<file path="src/rtl/alu_seq.sv">
// rtl/alu_seq.sv - sequential ALU with valid/ready handshake, PSR flags, optional iterative multiply (ALU_SEQ_MUL_EN)
module alu_seq #(
  parameter int WIDTH = 16,
  parameter int SHW   = $clog2(WIDTH) + 1
) (
  input  logic             clk,
  input  logic             reset_n,
  input  logic             in_valid,
  output logic             in_ready,
  input  logic [2:0]       op,
  input  logic [WIDTH-1:0] src,
  input  logic [WIDTH-1:0] dst,
  output logic             out_valid,
  input  logic             out_ready,
  output logic [WIDTH-1:0] result,
  output logic             wr_en,
  output logic [4:0]       psr
);

  localparam logic [2:0] OP_ADD = 3'b000;
  localparam logic [2:0] OP_AND = 3'b001;
  localparam logic [2:0] OP_OR  = 3'b010;
  localparam logic [2:0] OP_XOR = 3'b011;
  localparam logic [2:0] OP_SUB = 3'b100;
  localparam logic [2:0] OP_CMP = 3'b101;
  localparam logic [2:0] OP_SHL = 3'b110;
  localparam logic [2:0] OP_MUL = 3'b111;

  // psr bit positions: {C,L,F,Z,N}
  localparam int PC = 4;
  localparam int PL = 3;
  localparam int PF = 2;
  localparam int PZ = 1;
  localparam int PN = 0;

  typedef enum logic [1:0] {
    IDLE = 2'b00,
    BUSY = 2'b01,
    HOLD = 2'b10
  } state_t;

  state_t state;
  state_t state_nx;

  logic accept;
  logic is_mul;

  // HOLD only frees up when write-back takes the current result, giving
  // back-to-back issue without a bubble.
  assign in_ready  = (state == IDLE) || ((state == HOLD) && out_ready);
  assign accept    = in_valid && in_ready;
  assign out_valid = (state == HOLD);

`ifdef ALU_SEQ_MUL_EN
  localparam int CW = $clog2(WIDTH + 1);

  logic [WIDTH-1:0] mcand;
  logic [WIDTH-1:0] mplier;
  logic [WIDTH-1:0] acc;
  logic [CW-1:0]    cnt;
  logic             mul_done;

  assign is_mul   = (op == OP_MUL);
  // WIDTH shift-add steps, then one more cycle to move acc into result.
  assign mul_done = (cnt == CW'(WIDTH));
`else
  assign is_mul = 1'b0;
`endif

  // state register
  always_ff @(posedge clk or negedge reset_n) begin
    if (!reset_n) begin
      state <= IDLE;
    end else begin
      state <= state_nx;
    end
  end

  // next-state logic
  always_comb begin
    state_nx = state;
    case (state)
      IDLE: begin
        if (accept) begin
          state_nx = is_mul ? BUSY : HOLD;
        end
      end
      BUSY: begin
`ifdef ALU_SEQ_MUL_EN
        if (mul_done) begin
          state_nx = HOLD;
        end
`else
        state_nx = IDLE;
`endif
      end
      HOLD: begin
        if (out_ready) begin
          if (accept) begin
            state_nx = is_mul ? BUSY : HOLD;
          end else begin
            state_nx = IDLE;
          end
        end
      end
      default: state_nx = IDLE;
    endcase
  end

  logic [WIDTH:0]     sum;
  logic [WIDTH:0]     diff;
  logic               ovf_add;
  logic               ovf_sub;
  logic [SHW-1:0]     amt;
  logic [SHW-1:0]     mag;
  logic [WIDTH-1:0]   shl_res;
  logic [WIDTH-1:0]   res_c;
  logic               wr_c;
  logic [4:0]         psr_c;

  // single-cycle result, write enable and flag update for the op at the inputs
  always_comb begin
    sum     = {1'b0, dst} + {1'b0, src};
    diff    = {1'b0, dst} + {1'b0, ~src} + {{WIDTH{1'b0}}, 1'b1};
    ovf_add = (dst[WIDTH-1] == src[WIDTH-1]) && (sum[WIDTH-1] != dst[WIDTH-1]);
    ovf_sub = (dst[WIDTH-1] != src[WIDTH-1]) && (diff[WIDTH-1] != dst[WIDTH-1]);

    // shift amount is a signed field; magnitude fits SHW bits even for the most negative value
    amt = src[SHW-1:0];
    mag = amt[SHW-1] ? (~amt + SHW'(1)) : amt;
    if (mag >= SHW'(WIDTH)) begin
      shl_res = '0;
    end else if (amt[SHW-1]) begin
      shl_res = dst >> mag;
    end else begin
      shl_res = dst << mag;
    end

    res_c = '0;
    wr_c  = 1'b1;
    psr_c = psr;
    case (op)
      OP_ADD: begin
        res_c     = sum[WIDTH-1:0];
        psr_c[PC] = sum[WIDTH];
        psr_c[PF] = ovf_add;
        psr_c[PZ] = (sum[WIDTH-1:0] == '0);
      end
      OP_AND: begin
        res_c     = dst & src;
        psr_c[PZ] = ((dst & src) == '0);
      end
      OP_OR: begin
        res_c     = dst | src;
        psr_c[PZ] = ((dst | src) == '0);
      end
      OP_XOR: begin
        res_c     = dst ^ src;
        psr_c[PZ] = ((dst ^ src) == '0);
      end
      OP_SUB, OP_CMP: begin
        // carry-out of dst+~src+1 is the inverse of borrow
        res_c     = diff[WIDTH-1:0];
        psr_c[PC] = ~diff[WIDTH];
        psr_c[PL] = ~diff[WIDTH];
        psr_c[PF] = ovf_sub;
        psr_c[PZ] = (diff[WIDTH-1:0] == '0);
        psr_c[PN] = diff[WIDTH-1] ^ ovf_sub;
        wr_c      = (op != OP_CMP);
      end
      OP_SHL: begin
        res_c     = shl_res;
        psr_c[PZ] = (shl_res == '0);
      end
      OP_MUL: begin
        // only reaches the registers when the multiplier is not built
        res_c     = '0;
        wr_c      = 1'b0;
        psr_c[PZ] = 1'b1;
      end
      default: begin
        res_c = '0;
      end
    endcase
  end

  // result/flag registers and the shift-add multiplier; reset drops any op in flight
  always_ff @(posedge clk or negedge reset_n) begin
    if (!reset_n) begin
      result <= '0;
      wr_en  <= 1'b0;
      psr    <= '0;
`ifdef ALU_SEQ_MUL_EN
      mcand  <= '0;
      mplier <= '0;
      acc    <= '0;
      cnt    <= '0;
`endif
    end else begin
      if (accept && !is_mul) begin
        result <= res_c;
        wr_en  <= wr_c;
        psr    <= psr_c;
      end
`ifdef ALU_SEQ_MUL_EN
      if (accept && is_mul) begin
        mcand  <= dst;
        mplier <= src;
        acc    <= '0;
        cnt    <= '0;
      end else if (state == BUSY) begin
        if (!mul_done) begin
          if (mplier[0]) begin
            acc <= acc + mcand;
          end
          mcand  <= mcand << 1;
          mplier <= mplier >> 1;
          cnt    <= cnt + CW'(1);
        end else begin
          result  <= acc;
          wr_en   <= 1'b1;
          psr[PZ] <= (acc == '0);
        end
      end
`endif
    end
  end

endmodule

</file>
<file path="config.mk">
export PLATFORM = sky130hd
export DESIGN_NAME = alu_seq
export DESIGN_NICKNAME = d
export VERILOG_FILES = /design/src/rtl/alu_seq.sv
export SDC_FILE = /design/constraint.sdc
export NUM_CORES = 1
export LEC_CHECK = 0
export BUFFER_PORTS_ARGS = -buffer_cell sky130_fd_sc_hd__buf_2
export CORE_ASPECT_RATIO = 0.9
export CORE_MARGIN = 4
export CORE_UTILIZATION = 50
export CTS_CLUSTER_SIZE = 10
export DETAILED_ROUTE_END_ITERATION = 8
export GPL_TIMING_DRIVEN = 0
export PLACE_DENSITY = 0.7
export SYNTH_ARGS = -nofsm -noshare
export SYNTH_HDL_FRONTEND = slang
export SYNTH_SLANG_ARGS = --single-unit
</file>
<file path="constraint.sdc">
create_clock -name clk -period 1.6 [get_ports clk]
set_clock_uncertainty 0.15 [all_clocks]
set_input_delay 0.16 -clock clk [delete_from_list [all_inputs] [get_ports clk]]
set_output_delay 0.16 -clock clk [all_outputs]
set_load 0.1 [all_outputs]
</file>
# ---- After elaboration in Yosys (flattened, before gate mapping)
# Index checks and enable logic that the tools add are counted.
dict set report word_totals {
  input_bits 39
  mem_bits_rw 0
  latchBits 0
  ff_bits 24
  romBits 0
  out_inout_bits 24
  elab_cells 65
  mem_count 0
}
dict set report op_classes {
  magnitude_cmp 1
  n_reduce_logical 18
  n_addsub 4
  n_eq_ne 15
  mux 12
  n_shift 2
  div_mod_pow 0
  multipliers 0
  bitwise 7
}
# op n
set ops {}
lappend ops {{$pmux W16 S7} 1}
lappend ops {{$logic_not A16 Y1} 6}
lappend ops {{$add A16 B16 Y17} 2}
lappend ops {{$mux W16} 2}
lappend ops {{$add A17 B1 Y17 const B} 1}
lappend ops {{$and A16 B16 Y16} 1}
lappend ops {{$not A16 Y16} 1}
lappend ops {{$or A16 B16 Y16} 1}
lappend ops {{$shl A16 B5 Y16} 1}
lappend ops {{$shr A16 B5 Y16} 1}
lappend ops {{$xor A16 B16 Y16} 1}
lappend ops {{$eq A3 B3 Y1 const B} 4}
lappend ops {{$pmux W1 S7} 1}
lappend ops {{$eq A3 B2 Y1 const B} 2}
lappend ops {{$mux W2} 3}
lappend ops {{$pmux W1 S2} 3}
lappend ops {{$reduce_and A2 Y1} 3}
lappend ops {{$add A5 B1 Y5 const B} 1}
lappend ops {{$ge A5 B5 Y1 const B} 1}
lappend ops {{$mux W5} 1}
lappend ops {{$not A5 Y5} 1}
lappend ops {{$logic_and A1 B1 Y1} 4}
lappend ops {{$pmux W2 S2} 1}
lappend ops {{$eq A3 B1 Y1 const B} 1}
lappend ops {{other kinds (13)} 15}

# ---- Depth between registers and ports, before layout
# Gate-level depths: netlist of run 1.
dict set report depth {
  ltp_word 8
  depth_mapped 21
  mapped_depth_nobuf 19
}

# ---- Worst setup path before layout of run 1
# No wires, ideal clock.
dict set report synth_path {
  kind {in2reg}
  startpoint {input port src[3]}
  endpoint {register psr[1]}
  t_required_ns 1.383
  t_arrival_ns 3.608
  stages 21
  slack_ns -2.225
  setup_time_ns 0.067
  n_path_buf 2
  path_cell_list {clkbuf_1 -> inv_1 -> ha_1 -> clkbuf_1 -> inv_1 -> o311ai_0 -> a21oi_1 -> a311o_1 -> a21oi_1 -> o21bai_1 -> a21oi_1 -> nor2_1 -> nor2_1 -> fa_1 -> nand4b_1 -> nor3_1 -> nand3_1 -> nor4_1 -> nand4_1 -> o311ai_0 -> o22a_1}
}
dict set report synth_between {
  elab_chain_len 8
  elab_cells_between_ends 22
  cone_classes {4 x add/sub; 1 x order compare; 2 x shift; 4 x mux; 5 x bitwise; 6 x reduce/logical}
}
# item line
set synth_lines {}
lappend synth_lines {{from (decl)} 11} ;# input logic [WIDTH-1:0] src,
lappend synth_lines {{parallel branches: the longest is 7 deep, another holds $add A16 B16 Y17} n/a}
lappend synth_lines {{$pmux W1 S7 *} 142} ;# case (op)
lappend synth_lines {{to (signal assigned)} 203} ;# psr <= psr_c;
lappend synth_lines {{to (decl)} 17} ;# output logic [4:0] psr
# Mark *: on every way between the ends.
# A chain may end at the register's enable or synchronous reset.

# ---- Worst setup path after layout of run 1
dict set report layout_path {
  startpoint {input port src[1]}
  endpoint {register psr[1]}
}
# Same word-level chain as after synthesis.

==> results.txt, run 1 <==
outcome: finished with violations
violated checks: negative setup slack
FFs w/ async S/R, synth: 100%
nets: 936
Final Non-Filler Cells: 972
Final WS setup: -2.27 ns
Port Buffers: 60
Max Cap Viol: 0
syn_area_per_cell: 7.56 µm²
Flop pwr share: 13.7%
GR Overflow Total: 0
Clk pin slew, worst setup/hold paths: 0.06 ns
Placeable Area: 0.0104 mm²
final setup TNS: -24.35 ns
layout overhead on the synthesized area: 42.8%
#FFs+latches synth: 23
largest net degree at the start of global routing: 24
die height: 107 µm
Worst-Margin Slew: 0.861 ns
TritonCTS clock tree: yes
cell chosen for the clock root: clkbuf_16
Clock power frac: 10.0%
total CTS buffers: 3
Slew headroom: 42.6%
Starting Density: 52.0%
Max Buffers Root-to-Sink: 2
vias per cell: 7.20
number of remaining DRC errors: 0
Power Dens Cells: 711 mW/mm²
cell count after placement: 905
number of global-route vias before repair: 6555
Comb power frac: 76.3%
die span in x: 118 µm
min Tclk post-route: 3.87 ns
internal power: 0.00249 W
Die ar.: 0.0126 mm²
Static Leak: 3.24 nW
Peak VDD IR: 483 µV
total chip power: 0.00550 W
RSZ-0062 raised after global routing: true
antenna violations before repair: 0
Distinct cells, synth: 72
first-pass GRT wire length: 37600 µm
WL per Instance: 26.0 µm
Syn Std Cell Area: 0.00542 mm²
startpoint types: input pin
# fillers: 787
fmax: 259 MHz
Final Max Slew Viols: 0
Initial DRT Pass Iterations: 6
Ports: 63
WHS Path Cells: 3
placer congestion estimate: 1.01
dpl hpwl: 17700 µm
Max FO, Critical Path: 4
Crit path required time: 1.65 ns
drt total wl: 25300 µm
layout cells sized above 1: 40.0%
final worst-path cycle share: 242%
Hold WS: 0.0606 ns
final core utilization: 74.2%
CP Capture Type: flip-flop
Syn Inst Count: 716
Post-synth EDFFs: 0
ANT cells: 0
Synth Flop Type: dfrtp_1
DRT antenna net count: 0
Final setup viols: 21
NetSw: 0.00301 W
Clock Sinks: 23
vias: 7001
switching share of total power: 54.7%
DR iter-0 viols: 1159
H-tree depth: 1
number of cells on the worst reg-to-reg path: 6
Syn Nets: 808
critical path arrival: 3.91 ns
Clock Latency Late Sink: 0.26 ns
kind of critical path: in2reg
register area share after synthesis: 10.6%
Row Count: 35
Fin. Hold Viols: 0
GRT Total Usage: 37.6%
HP Class: in2reg
synth warn: 0
[power by group through the flow]
stage	Combinational, W	Clock [W]	Sequential [W]
finish	0.00420	0.000551	0.000755
global route	0.00432	0.000562	0.000767
CTS	0.00384	0.000545	0.000754
detailed placement	0.00330	0	0.000762
global placement	0.00328	0	0.000755
floorplan	0.00169	0	0.00155
[cells in the mapped netlist (all sizes together), types with 5 or more instances]
cell | instances | area (µm²)
o31ai | 5 | 51.3
o22ai | 8 | 50.1
a221oi | 6 | 52.6
o221ai | 6 | 52.6
a21o | 6 | 45.0
nor3 | 18 | 95.1
mux4 | 21 | 477
a22o | 5 | 43.8
inv | 56 | 210
nand4 | 10 | 62.6
buf | 17 | 115
a22oi | 6 | 45.0
a211oi | 9 | 72.6
o21a | 7 | 52.6
o21bai | 11 | 82.6
xor2 | 5 | 43.8
dfrtp | 23 | 576
clkbuf | 31 | 116
nand2b | 7 | 51.3
o211ai | 8 | 60.1
and3 | 9 | 56.3
nand3 | 14 | 70.1
a31oi | 13 | 81.3
a21oi | 44 | 224
o21ai | 54 | 270
nand2 | 69 | 259
ha | 50 | 626
xnor2 | 22 | 211
nor2b | 7 | 43.8
nor2 | 60 | 225
and2 | 6 | 37.5
nor4 | 13 | 81.3
mux2i | 28 | 293
mux2 | 8 | 93.8
[critical path, stage by stage]
cell      delay, ns
buf_8          0.10
buf_12         0.12
inv_12         0.05
ha_4           0.20
nor2_4         0.15
o311ai_4       0.11
a21oi_2        0.24
a311o_1        0.29
a21oi_2        0.09
o21bai_1       0.16
a21oi_1        0.09
nor2_1         0.10
nor2_1         0.07
fa_2           0.59
nand4b_1       0.15
nor3_1         0.20
nand3_1        0.14
nor4_2         0.23
nand4_1        0.19
o311ai_2       0.31
o22a_1         0.17
[metrics by stage]
stage          setup WS [ns]  instance area (µm²)
5_1_grt                -2.28                 7730
4_1_cts                -2.03                 7420
6_report               -2.27                 7730
3_3_place_gp           -2.95                 6280
3_5_place_dp           -3.00                 6280
2_1_floorplan          -1.92                 5820
[what timing repair did]
item / in CTS / in global routing
endpoints found under the setup margin: 22 / 22
gates cloned: 0 / 0
endpoints found under the hold margin: 24 / 0
hold buffers: 2 / 0
setup buffers: 52 / 21
pin swaps: 66 / 47
gates resized for setup: 175 / 49
[logic make-up after synthesis]
family	share of synthesized area (%)
muxes	15.9
DFF	10.6
and+or+nand+nor	20.4
adders and majority gates	12.7
buffers and inverters	8.22
xor gates and xnor gates	4.71
AOI/OAI and AO/OA	27.5
[worst paths after layout]
check | startpoint | end | slack [ns]
hold / removal | out_ready | state[1] | 0.06
hold reg to reg | psr[4] | psr[4] | 0.33
setup / recovery | src[1] | psr[1] | -2.27
max in group asynchronous | reset_n | state[1] | 0.64
setup reg to reg | state[1] | result[4] | -0.30
min in group asynchronous | reset_n | result[3] | 0.28
[cell type report]
type / instances / area [µm²] / share of cell area (%)
clock buffers: 3 / 75.1 / 0.971
multi-input cells: 588 / 5240 / 67.7
well taps: 129 / 161 / 2.09
flip-flops and latches: 23 / 579 / 7.49
clock inverters: 1 / 5.00 / 0.0647
repair buffers: 132 / 1020 / 13.3
inverters: 57 / 295 / 3.82
plain buffers: 39 / 354 / 4.58
[per-layer routing]
metal	track usage, %	share of wire [%]	wire length [µm]	vias to the layer above
met1	52.9	38	9660	3265
met5	0	0	0	-
met3	9.34	15	3840	159
li1	-	-	-	2919
met2	57.4	42	10500	658
met4	10.5	5.2	1310	0
[state kept, by name, indices dropped and copies added (netlist names)]
name,count
result,16
psr,5
state,1
wr_en,1
[placed cells by master, fill, tap and decap left out, types with 10 or more instances in the layout]
cell,n
buf_2,46
buf_6,22
o21ai_2,13
ha_1,34
nand3_1,13
xnor2_1,18
nand4_1,10
mux2i_1,23
o21ai_0,19
inv_1,38
o21ai_1,21
nand2_1,63
a31oi_1,10
a21oi_2,14
ha_4,13
nor2_1,53
nor4_1,12
a21oi_1,27
dfrtp_1,22
nor3_1,12
mux4_2,21
buf_4,64
clkbuf_1,15
(Power assumes the default switching activity.)
==> run 2: changes to the inputs <==
--- a/config.mk
+++ b/config.mk
@@ -8,11 +8,9 @@
 export BUFFER_PORTS_ARGS = -buffer_cell sky130_fd_sc_hd__buf_2
 export CORE_ASPECT_RATIO = 0.9
 export CORE_MARGIN = 4
-export CORE_UTILIZATION = 50
+export CORE_UTILIZATION = 35
 export CTS_CLUSTER_SIZE = 10
 export DETAILED_ROUTE_END_ITERATION = 8
-export GPL_TIMING_DRIVEN = 0
-export PLACE_DENSITY = 0.7
 export SYNTH_ARGS = -nofsm -noshare
 export SYNTH_HDL_FRONTEND = slang
 export SYNTH_SLANG_ARGS = --single-unit
==> run 2 against run 1 <==
The run still ends with negative setup slack left. Worst setup slack better by 0.48 ns. Register-to-register slack better by 0.13 ns. Wire length shrank 0.13%. Non-clock buffer count increased by 184. Design area rose by 23%. Power grew 11%. Sequential share of layout area is 1.4 points lower. Clock power decreased by 3%. First-iteration DRC count down 12%. Combinational power increased by 15%. Critical path type unchanged.
==> results.txt, run 2 (synthesis results as in run 1) <==
placer congestion estimate: 0.953 (-5.8%)
Placeable Area: 0.0149 mm² (+43%)
fin area: 0.00952 mm² (+23%)
Power Dens Cells: 643 mW/mm² (-9.7%)
RSZ-0062 raised after global routing: true
Port Buffers: 62 (+3.3%)
commonest non-fill, non-tap cell in the layout: buf_4
CP Capture Type: flip-flop
vias: 7049 (+0.69%)
cells along the critical path: buf_8 > inv_8 > ha_4 > nor2_4 > o311ai_4 > a21oi_2 > a311o_1 > a21oi_2 > o21bai_1 > a21oi_1 > nor2_1 > nor2_1 > fa_2 > nand4b_1 > nor3_2 > nand3_1 > nor4_2 > nand4_1 > o311ai_2 > o22a_1
# fillers: 1264 (+61%)
total chip power: 0.00612 W (+11%)
final setup TNS: -22.34 ns (+2.01 ns)
Initial DRT Pass Iterations: 5 (-1)
vias per cell: 5.75 (-20%)
worst slack, placed: -2.40 ns (+0.603 ns)
GRT Total Usage: 27.3% (-10 points)
critical path arrival: 3.43 ns (-0.48 ns)
Slowest Stage Delay on Critical Path: 0.57 ns (-0.02 ns)
first-pass GRT wire length: 38800 µm (+3.0%)
cell chosen for the clock root: clkbuf_16
final worst-path cycle share: 212% (-30 points)
Clk pin slew, worst setup/hold paths: 0.06 ns (about the same)
Row Count: 42 (+20%)
Crit path required time: 1.65 ns (about the same)
Final setup viols: 21 (unchanged)
dpl hpwl: 19100 µm (+7.7%)
fmax: 295 MHz (+14%)
Worst-Margin Slew: 0.606 ns (-0.255 ns)
Die ar.: 0.0175 mm² (+40%)
Most flops, register: result
ANT cells: 0 (unchanged)
HP Class: in2reg
die span in x: 139 µm (+18%)
Fin. Hold Viols: 0 (unchanged)
die height: 126 µm (+18%)
number of global-route vias before repair: 6882 (+5.0%)
Clock Sinks: 23 (unchanged)
nets: 1120 (+20%)
drt total wl: 25300 µm (-0.13%)
worst path bufs/invs: 2 (-1)
layout overhead on the synthesized area: 75.8%
Slew headroom: 59.2% (+17 points)
commonest cells after routing, fill and taps aside: 253 x buf_4, 66 x nand2_1, 51 x buf_2
Hold WS: 0.149 ns (+0.0879 ns)
Clock Latency Late Sink: 0.25 ns (about the same)
DRT antenna net count: 0 (unchanged)
Peak VDD IR: 875 µV (+81%)
Slowest-stage cell, CP: fa_2
outcome: finished with violations
TritonCTS clock tree: yes
largest registers: result x16, psr x5
DR iter-0 viols: 1020 (-12%)
kind of critical path: in2reg
largest net degree at the start of global routing: 29 (+21%)
Final Max Slew Viols: 0 (unchanged)
number of remaining DRC errors: 0 (unchanged)
Max Buffers Root-to-Sink: 2 (unchanged)
Max Cap Viol: 0 (unchanged)
layout cells sized above 1: 54.0% (+14 points)
total CTS buffers: 3 (unchanged)
Static Leak: 4.28 nW (+32%)
antenna violations before repair: 0 (unchanged)
Final WS setup: -1.79 ns (+0.479 ns)
min Tclk post-route: 3.39 ns (-0.479 ns)
Starting Density: 36.3% (-16 points)
placed instance area: 0.00790 mm² (+26%)
GR Overflow Total: 0 (unchanged)
startpoint types: input pin
Max FO, Critical Path: 3 (-1)
CP delay by family, top: compound AO/OA/AOI/OAI gates
max FFs per register: 16 (unchanged)
H-tree depth: 1 (unchanged)
WL per Instance: 20.6 µm (-21%)
violated checks: negative setup slack
Ports: 63 (unchanged)
## run 2: cell count changes in the layout (fill, tap and decap cells not counted), moves of 5 or more
cell / delta
clkbuf_2: -5
o21ai_0: -5
o21ai_4: +5
clkbuf_1: -15
buf_2: +5
buf_6: +9
buf_8: +5
buf_4: +189
## run 2: worst register-to-register path, stage by stage (launching register included)
cell and delay (ns):
dfrtp_4 0.48, nand2b_4 0.07, nand2_1 0.16, nor4_1 0.42, o311ai_2 0.18, o22a_1 0.20
## run 2: repair_timing
item	CTS	global route
setup endpoints to repair	21	21
setup buffers	34	18
hold endpoints to repair	24	0
pin swaps	69	58
hold buffers	2	0
gates cloned	2	0
gates resized for setup	171	78
## run 2: final timing paths
check	slack (ns)	depth (start not counted)	from	endpoint
worst min register to register	0.33	2	psr[4]	psr[4]
max in group asynchronous	0.63	2	reset_n	state[1]
worst max register to register	-0.17	5	state[1]	psr[1]
worst min-delay path	0.15	3	op[0]	wr_en
worst max-delay path	-1.79	20	src[1]	psr[1]
min in group asynchronous	0.28	2	reset_n	state[1]
## run 2: cell type report
type                    count  area (µm²)  area share, %
well taps                 198         248           2.60
clock buffers               3        75.1          0.788
multi-input cells         588        5470           57.4
repair buffers            355        2870           30.2
clock inverters             1        5.00         0.0526
inverters                  57         279           2.93
flip-flops and latches     23         579           6.08
## run 2: routing by layer
metal | wire length, µm | up-vias | global-route usage (%)
li1 | - | 3292 | -
met1 | 10800 | 3342 | 39.3
met2 | 11300 | 358 | 41.8
met3 | 2460 | 57 | 5.31
met4 | 710 | 0 | 7.65
met5 | 0 | - | 0
## run 2: per-stage QoR
step | util (%) | std cells
floorplan | - | 716
global placement | 52.9 | 1177
detailed placement | 52.9 | 1177
CTS | 60.5 | 1211
global route | 63.8 | 1225
finish | 63.8 | 1225
## run 2: power by group
part	switching [W]	internal, W	leakage [nW]	total (W)
Combinational	0.00282	0.00201	3.96	0.00483
Sequential	0.0000690	0.000691	0.280	0.000760
Clock	0.000198	0.000336	0.0409	0.000534
Total	0.00309	0.00303	4.28	0.00612
